$ cat src/rtl/seg7_pkg.sv
// Shared definitions for the two-digit seven-segment display controller:
// register indices, FSM state type and the hex glyph table ({g,f,e,d,c,b,a}, 1 = lit).
package seg7_pkg;

    localparam logic [1:0] RegData   = 2'd0;
    localparam logic [1:0] RegCtrl   = 2'd1;
    localparam logic [1:0] RegStatus = 2'd2;

    typedef enum logic [1:0] {
        StShow0 = 2'd0,
        StGap0  = 2'd1,
        StShow1 = 2'd2,
        StGap1  = 2'd3
    } state_e;

    localparam logic [6:0] HexGlyph [16] = '{
        7'h3F, 7'h06, 7'h5B, 7'h4F, 7'h66, 7'h6D, 7'h7D, 7'h07,
        7'h7F, 7'h6F, 7'h77, 7'h7C, 7'h39, 7'h5E, 7'h79, 7'h71
    };

endpackage

$ cat src/rtl/seg7_hex_decoder.sv
// Combinational nibble to seven-segment glyph lookup.
module seg7_hex_decoder
    import seg7_pkg::*;
(
    input  logic [3:0] nibble_i,
    output logic [6:0] segments_o
);

    assign segments_o = HexGlyph[nibble_i];

endmodule

$ cat src/rtl/seg7_display_ctrl.sv
// Memory-mapped two-digit seven-segment controller with refresh multiplexing.
// Define SEG7_DEADTIME_EN to insert blank gap states between digit switches.
module seg7_display_ctrl
    import seg7_pkg::*;
#(
    parameter int unsigned REFRESH_DIV = 1024,
    parameter int unsigned DEAD_CYCLES = 16
) (
    input  logic        CLK,
    input  logic        RESET,
    input  logic [1:0]  io_addr,
    input  logic        io_wstrb,
    input  logic [31:0] io_wdata,
    input  logic        io_rstrb,
    output logic [31:0] io_rdata,
    output logic [6:0]  segment_display,
    output logic        segment_select
);

    localparam int unsigned MaxCnt = (REFRESH_DIV > DEAD_CYCLES) ? REFRESH_DIV : DEAD_CYCLES;
    localparam int unsigned CntW   = $clog2(MaxCnt);
    localparam logic [CntW-1:0] ShowLast = CntW'(REFRESH_DIV - 1);
`ifdef SEG7_DEADTIME_EN
    localparam logic [CntW-1:0] GapLast  = CntW'(DEAD_CYCLES - 1);
`endif

    logic [13:0]     data_q, data_d;
    logic [2:0]      ctrl_q, ctrl_d;
    logic [31:0]     rdata_q, rdata_d;
    logic [6:0]      disp_q, disp_d;
    logic            sel_q, sel_d;
    state_e          state_q, state_d;
    logic [CntW-1:0] cnt_q, cnt_d;

    logic [6:0] glyph0, glyph1, digit0, digit1;
    logic       gap_active;
    logic       unused_wdata;

    assign unused_wdata = ^io_wdata[31:14];

    seg7_hex_decoder u_dec0 (
        .nibble_i   (data_q[3:0]),
        .segments_o (glyph0)
    );

    seg7_hex_decoder u_dec1 (
        .nibble_i   (data_q[7:4]),
        .segments_o (glyph1)
    );

`ifdef SEG7_DEADTIME_EN
    assign gap_active = (state_q == StGap0) || (state_q == StGap1);
`else
    assign gap_active = 1'b0;
`endif

    // Raw mode bypasses the decoders; blanking of a zero upper nibble is hex-only.
    assign digit0 = ctrl_q[1] ? data_q[6:0] : glyph0;
    assign digit1 = ctrl_q[1] ? data_q[13:7] :
                    (ctrl_q[2] && (data_q[7:4] == 4'h0)) ? 7'h00 : glyph1;

    always_comb begin
        data_d  = data_q;
        ctrl_d  = ctrl_q;
        rdata_d = rdata_q;
        if (io_wstrb) begin
            case (io_addr)
                RegData: data_d = io_wdata[13:0];
                RegCtrl: ctrl_d = io_wdata[2:0];
                default: ;
            endcase
        end
        if (io_rstrb) begin
            case (io_addr)
                RegData:   rdata_d = {18'b0, data_q};
                RegCtrl:   rdata_d = {29'b0, ctrl_q};
                RegStatus: rdata_d = {30'b0, gap_active, sel_q};
                default:   rdata_d = 32'b0;
            endcase
        end
    end

    always_comb begin
        state_d = state_q;
        cnt_d   = cnt_q + CntW'(1);
        if (!ctrl_q[0]) begin
            state_d = StShow0;
            cnt_d   = '0;
        end else begin
            case (state_q)
                StShow0: if (cnt_q == ShowLast) begin
                    cnt_d = '0;
`ifdef SEG7_DEADTIME_EN
                    state_d = StGap0;
`else
                    state_d = StShow1;
`endif
                end
                StShow1: if (cnt_q == ShowLast) begin
                    cnt_d = '0;
`ifdef SEG7_DEADTIME_EN
                    state_d = StGap1;
`else
                    state_d = StShow0;
`endif
                end
`ifdef SEG7_DEADTIME_EN
                StGap0: if (cnt_q == GapLast) begin
                    cnt_d   = '0;
                    state_d = StShow1;
                end
                StGap1: if (cnt_q == GapLast) begin
                    cnt_d   = '0;
                    state_d = StShow0;
                end
`endif
                default: begin
                    cnt_d   = '0;
                    state_d = StShow0;
                end
            endcase
        end
    end

    // Outputs follow the current state, so they trail the FSM by one cycle.
    always_comb begin
        disp_d = 7'h00;
        sel_d  = 1'b0;
        if (ctrl_q[0]) begin
            case (state_q)
                StShow0: disp_d = digit0;
                StShow1: begin
                    disp_d = digit1;
                    sel_d  = 1'b1;
                end
                StGap0:  sel_d = 1'b1;
                default: ;
            endcase
        end
    end

    always_ff @(posedge CLK or posedge RESET) begin
        if (RESET) begin
            data_q  <= '0;
            ctrl_q  <= '0;
            rdata_q <= '0;
            disp_q  <= '0;
            sel_q   <= 1'b0;
            state_q <= StShow0;
            cnt_q   <= '0;
        end else begin
            data_q  <= data_d;
            ctrl_q  <= ctrl_d;
            rdata_q <= rdata_d;
            disp_q  <= disp_d;
            sel_q   <= sel_d;
            state_q <= state_d;
            cnt_q   <= cnt_d;
        end
    end

    assign io_rdata        = rdata_q;
    assign segment_display = disp_q;
    assign segment_select  = sel_q;

endmodule

$ cat config.mk
export PLATFORM = sky130hd
export DESIGN_NAME = seg7_display_ctrl
export DESIGN_NICKNAME = d
export VERILOG_FILES = /design/src/rtl/seg7_pkg.sv /design/src/rtl/seg7_hex_decoder.sv /design/src/rtl/seg7_display_ctrl.sv
export SDC_FILE = /design/constraint.sdc
export NUM_CORES = 1
export LEC_CHECK = 0
export ABC_AREA = 1
export CELL_PAD_IN_SITES_DETAIL_PLACEMENT = 0
export CELL_PAD_IN_SITES_GLOBAL_PLACEMENT = 1
export CORE_ASPECT_RATIO = 1.5
export CORE_MARGIN = 3
export CORE_UTILIZATION = 32
export DETAILED_ROUTE_END_ITERATION = 12
export PLACE_DENSITY = 0.75
export SLEW_MARGIN = 20
export SYNTH_ARGS = -nofsm -noshare
export SYNTH_HDL_FRONTEND = slang
export SYNTH_HIERARCHICAL = 1
export SYNTH_SLANG_ARGS = --single-unit
$ cat constraint.sdc
create_clock -name CLK -period 1.5 [get_ports CLK]
set_input_delay 0.3 -clock CLK [delete_from_list [all_inputs] [get_ports CLK]]
set_output_delay 0.3 -clock CLK [all_outputs]
set_load 0.1 [all_outputs]
## Word level (Yosys, flattened, before mapping)

Memories as Yosys holds them, arrays and structs flattened.
Cells that the tools add are included.

- Output and inout port bits: 40
- Bits of input ports: 38
- Bits in read-only memories: 224
- Register bits after elaboration: 69
- Memories kept: 2
- Word-level logic and storage cells: 49

Memory list:

| memory | words | width | rd ports | clocked after memory_dff | write ports | line | source |
|---|---|---|---|---|---|---|---|
| (no name shown) | 16 | 7 | 1 | 0 | 0 | seg7_hex_decoder.sv:9 | `assign segments_o = HexGlyph[nibble_i];` |
| (no name shown) | 16 | 7 | 1 | 0 | 0 | seg7_hex_decoder.sv:9 |  |

- Equality and inequality tests: 7
- Bitwise gates (word level): 2
- Multiplexer cells: 19
- Add/subtract/negate cells: 1
- Magnitude comparators: 2
- Reductions and logical operators: 9

Operators by type and width:

| cell | number |
|---|---|
| $mux W7 | 8 |
| $pmux W14 S3 | 1 |
| $mux W10 | 3 |
| $pmux W7 S2 | 1 |
| $add A10 B1 Y10 const B | 1 |
| $eq A10 B10 Y1 const B | 1 |
| $ge A5 B5 Y1 const B | 2 |
| $not A4 Y5 | 2 |
| $mux W2 | 3 |
| $ne A3 B3 Y1 const B | 2 |
| $reduce_and A2 Y1 | 3 |
| $eq A2 B1 Y1 const B | 2 |
| $eq A2 B2 Y1 const B | 2 |
| $logic_not A2 Y1 | 2 |
| $logic_not A4 Y1 | 1 |
| $pmux W2 S2 | 1 |
| $reduce_or A2 Y1 | 2 |
| $mux W1 | 2 |
| $logic_and A1 B1 Y1 | 1 |

## Depth between registers and ports, before layout

- Depth after elaboration: 8
- Gate-level depth with buffers: 11
- Depth with buffers taken out: 11

## Cells and area by module

The synthesis kept the hierarchy.

By module, submodules not included:

| module | instances | sequential area each (µm²) | area an instance (µm²) | cells each |
|---|---|---|---|---|
| seg7_display_ctrl | 1 | 1251.2 | 2416.1 | 284 |
| seg7_hex_decoder | 2 | 0.0 | 270.3 | 52 |

## Worst setup path after synthesis

No wires, ideal clock.

- Path type: register to register
- Start point: register data_q[4]
- End point: register disp_q[3], in the netlist segment_display[3]
- Arrival: 1.205 ns
- Cell stages (with the launch flop): 11
- Buffers on the path: 0
- Library setup time: 0.119 ns
- Setup slack: 0.176 ns
- Data required time: 1.381 ns
- Clock period less this slack: 1.324 ns
- Cell sequence: dfrtp_1 > inv_1 > ha_1 > nand2_1 > o21ai_0 > nand2_1 > nand2_1 > nand2_1 > nand2_1 > nand2_1 > nand2_1

- Cells in the longest elaborated chain, start to end: 8
- Elaborated cells between the ends (all ways): 10
- Those cells by class: 6 x mux; 1 x bitwise; 2 x reduce/logical; 1 x memory

RTL lines:

| element | line | source |
|---|---|---|
| from (decl) | seg7_display_ctrl.sv:27 | `logic [13:0] data_q, data_d;` |
| from (signal assigned) | seg7_display_ctrl.sv:152 | `data_q <= data_d;` |
| $not A4 Y5 (not written as such) | seg7_hex_decoder.sv:9 |  |
| $mem_v2 Z16 W7 | - |  |
| $mux W7 (not written as such) (2 in a row) | seg7_hex_decoder.sv:9 |  |
| net glyph1[3] | seg7_display_ctrl.sv:35 | `logic [6:0] glyph0, glyph1, digit0, digit1;` |
| $mux W7 | seg7_display_ctrl.sv:60 | `(ctrl_q[2] && (data_q[7:4] == 4'h0)) ? 7'h00 : glyph1;` |
| $mux W7 | seg7_display_ctrl.sv:59 | `assign digit1 = ctrl_q[1] ? data_q[13:7] :` |
| $pmux W7 S2 | seg7_display_ctrl.sv:130 | `case (state_q)` |
| $mux W7 | seg7_display_ctrl.sv:129 | `if (ctrl_q[0]) begin` |
| net disp_d[3] | seg7_display_ctrl.sv:30 | `logic [6:0] disp_q, disp_d;` |
| to (signal assigned) | seg7_display_ctrl.sv:155 | `disp_q <= disp_d;` |
| to (decl) | seg7_display_ctrl.sv:30 |  |

The timed path passes the listed nets, and every way through them passes these cells. The select of a mux whose other input is x is not followed.
A chain may end at the register's enable or synchronous reset.

## Worst setup path after layout

Same ends and word-level chain as after synthesis.

==> flow_summary_export.csv <==
group,metric,value,unit
clocking,cts_hold_buf,0,
die,die_x,84.5,µm
die,core_area,0.00893,mm²
timing,post-route-period-util,0.928,
synthesis,netlist_top_cells_area,"dfrtp_1 42%, nand2_1 16%, ha_1 6.3%",
grt,antenna_found_initial,0,
detailed_routing,routedWlPerCell,12.1,µm
finish,fin_nets,489,
grt,grt_pass1_wl,11300,µm
detailed_routing,top_layer,"met4",
detailed_routing,drt-initial-drc-count,139,
timing,clock.fmax,719,MHz
detailed_routing,met3WireLength,224,µm
synthesis,async_reset_ff_frac,1.00,
placement,place.port_buffers,41,
clocking,cts_buffers,5,
critical_path,cpMostUsedCell,"nand2_1",
detailed_routing,wl_met1,2800,µm
critical_path,reg2reg_to,"segment_display[3]",
critical_path,reg2regPathDepth,11,
finish,ff_latch_area,0.00125,mm²
synthesis,synth_cells,388,
clocking,clock_latency,290,ps
critical_path,r2r_slack,110,ps
clocking,clock-root-buffer,"clkbuf_16",
clocking,cts_tree,"built",
timing,period_needed,1390,ps
placement,hpwlAfterDp,5160,µm
status,run_status,"finished clean",
grt,track_usage,0.133,
placement,place_congestion,0.810,
die,ioPinCount,78,
timing,hold_slack,425,ps
synthesis,synth_seq_area_share,0.423,
job,maxCapViolCount,0,
die,fp-row-count,42,
timing,skew,7.71,ps
critical_path,path_class,"reg2reg",
critical_path,worst-path-max-fanout,5,
die,start_util,0.331,
clocking,clk_path_buf_depth,2,
timing,setup_viol,0,
min_path,hold_class,"in2async",
critical_path,slowest_stage,"dfrtp_1",
detailed_routing,vias,2428,
synthesis,synth_area,0.00296,mm²
detailed_routing,drcViolationCount,0,
finish,fin_cells,547,
clocking,cts_sinks,50,
finish,fillers,901,
critical_path,start_kind,"flop",
synthesis,avgSynthCellArea,7.62,µm²
die,die_h,124,µm
detailed_routing,viasPerCell,4.44,
pwr,powerDensity,1270,mW/mm²
timing,finalHoldViolCount,0,
synthesis,synth_ff_type,"dfrtp_1",
synthesis,synth_top_cell_area_share,0.423,
finish,drive_gt1_frac,0.146,
timing,maxSlewViolCount,0,
synthesis,yosys.area.top_type,"dfrtp_1",
critical_path,worstPathArrival,1620,ps
synthesis,synth_edf_count,0,
critical_path,required,1730,ps
critical_path,worstSetupEndpointType,"flop",
finish,antenna_cells,0,
grt,grt-ovfl-total,0,
timing,rsz0062_at_grt,"no",
critical_path,cpPeakStageDelay,400,ps
detailed_routing,ant_nets,0,
detailed_routing,drtPass1Iterations,4,
clocking,cts-htree-levels,2,
synthesis,ys_ff_latch,50,
critical_path,r2r_start,"data_q[4]",
clocking,clk_pin_slew,70,ps
grt,grt_pass1_vias,2389,
finish,multi_input_area,0.00139,mm²
synthesis,ys_types,28,
synthesis,ys_warn_count,6,
die,die_area,0.0105,mm²
grt,grt_max_degree,51,
critical_path,crit_chain,"buf_4 > ha_1 > inv_1 > nand2_1 > nand2_1 > nand2_1 > nand2_1 > nand2_1 > nand2_1 > nand2_1 > nand2_1",
finish,area_growth,30.6,%
pwr,vdd_drop_max,0.000691,V
finish,utilization,0.432,
detailed_routing,route.final.wire_length,6630,µm
pwr,p_leak,1.99,nW
placement,dp_cells,539,
detailed_routing,wl_met2,3580,µm
==> worst max-delay path by stage <==
| stage | startpoint | endpoint | slack [ps] |
|---|---|---|---|
| after floorplan | data_q[4] | segment_display[3] | 180 |
| after global placement | io_addr[1] | data_q[12] | 20 |
| after detailed placement | io_addr[1] | data_q[12] | -40 |
| after CTS | data_q[1] | segment_display[0] | 60 |
| after global routing | data_q[4] | segment_display[5] | 4 |
| final | data_q[4] | segment_display[3] | 110 |
==> report_power, final <==
group	internal (W)	switching, W	leakage [nW]
combinational	0.000619	0.00132	1.26
sequential	0.00150	0.000171	0.637
clock	0.000790	0.000504	0.0842
total	0.00291	0.00199	1.99
==> synthesized netlist by cell type (2+ instances only) <==
master   number
a21oi_1      20
a21oi_2       2
buf_2         4
buf_4        20
buf_6         4
dfrtp_1      50
ha_1         15
inv_1        41
inv_2         5
nand2_1     127
nand2_2       3
nand3_1      18
nand3_2       2
nor2_1       34
nor2_2        2
nor2_4        2
o21ai_0      11
o21ai_1       8
o31ai_1      10
xor2_1        2
==> cells by family after synthesis <==
kind of cell | count (synthesis) | share of synthesized area
adder cells (fa/ha/maj) | 15 | 0.0635
AND/OR/NAND/NOR | 190 | 0.265
other | 1 | 0.00127
XOR/XNOR | 3 | 0.00889
flip-flops | 50 | 0.423
AO/OA/AOI/OAI | 55 | 0.107
buffers and inverters | 74 | 0.131
==> metrics by stage <==
| stage | total power, W | cell area [µm²] | setup TNS (ps) | worst slack, ps |
|---|---|---|---|---|
| final | 0.00490 | 3860 | 0 | 109 |
| after global routing | 0.00517 | 3860 | 0 | 4.18 |
| after CTS | 0.00494 | 3850 | 0 | 55.5 |
| after detailed placement | 0.00363 | 3680 | -211 | -41.1 |
| after global placement | 0.00363 | 3680 | 0 | 15.3 |
| after floorplan | 0.00303 | 3020 | 0 | 176 |
==> placed cells by master (no fill, tap or decap), types with 2 or more instances in the layout <==
master           count
nand2_1            126
dfrtp_1             50
inv_1               37
nor2_1              34
buf_12              24
a21oi_1             20
clkdlybuf4s50_1     19
nand3_1             18
conb_1              18
ha_1                15
o31ai_1             10
o21ai_1             10
buf_4                9
inv_2                8
o21ai_0              8
clkbuf_16            5
nand2_2              4
nor2_4               2
nand3_2              2
nor2_2               2
xor2_1               2
a21oi_2              2
==> metal layers <==
| metal | up-vias | global-route usage |
|---|---|---|
| met5 | - | 0 |
| met1 | 1107 | 0.166 |
| met3 | 2 | 0.0225 |
| met4 | 0 | 0.0208 |
| li1 | 1269 | - |
| met2 | 50 | 0.243 |
==> sequential cells by signal, indices dropped and copies added, names as in the netlist <==
name,count
segment_select,1
segment_display,7
ctrl_q,3
io_rdata,14
state_q,1
cnt_q,10
data_q,14
==> layout make-up <==
type,count,area share
multi-input cells,281,0.359
flip-flops and latches,50,0.324
repair buffers,52,0.191
inverters,46,0.0457
well taps,110,0.0357
clock buffers,5,0.0324
clock inverters,3,0.0113
==> timing repair <==
action,4_1_cts,5_1_grt
buffers inserted,0,0
setup endpoints to repair,0,4
gates resized for setup,0,8
==> worst max-delay path, delay by kind of cell, from the launching register on <==
kind	cells	cell delay, ps
flip-flops	1	400
adder cells (fa/ha/maj)	1	200
buffers and inverters	2	210
AND/OR/NAND/NOR	8	520
No activity file was read; power rests on OpenSTA's default activity.
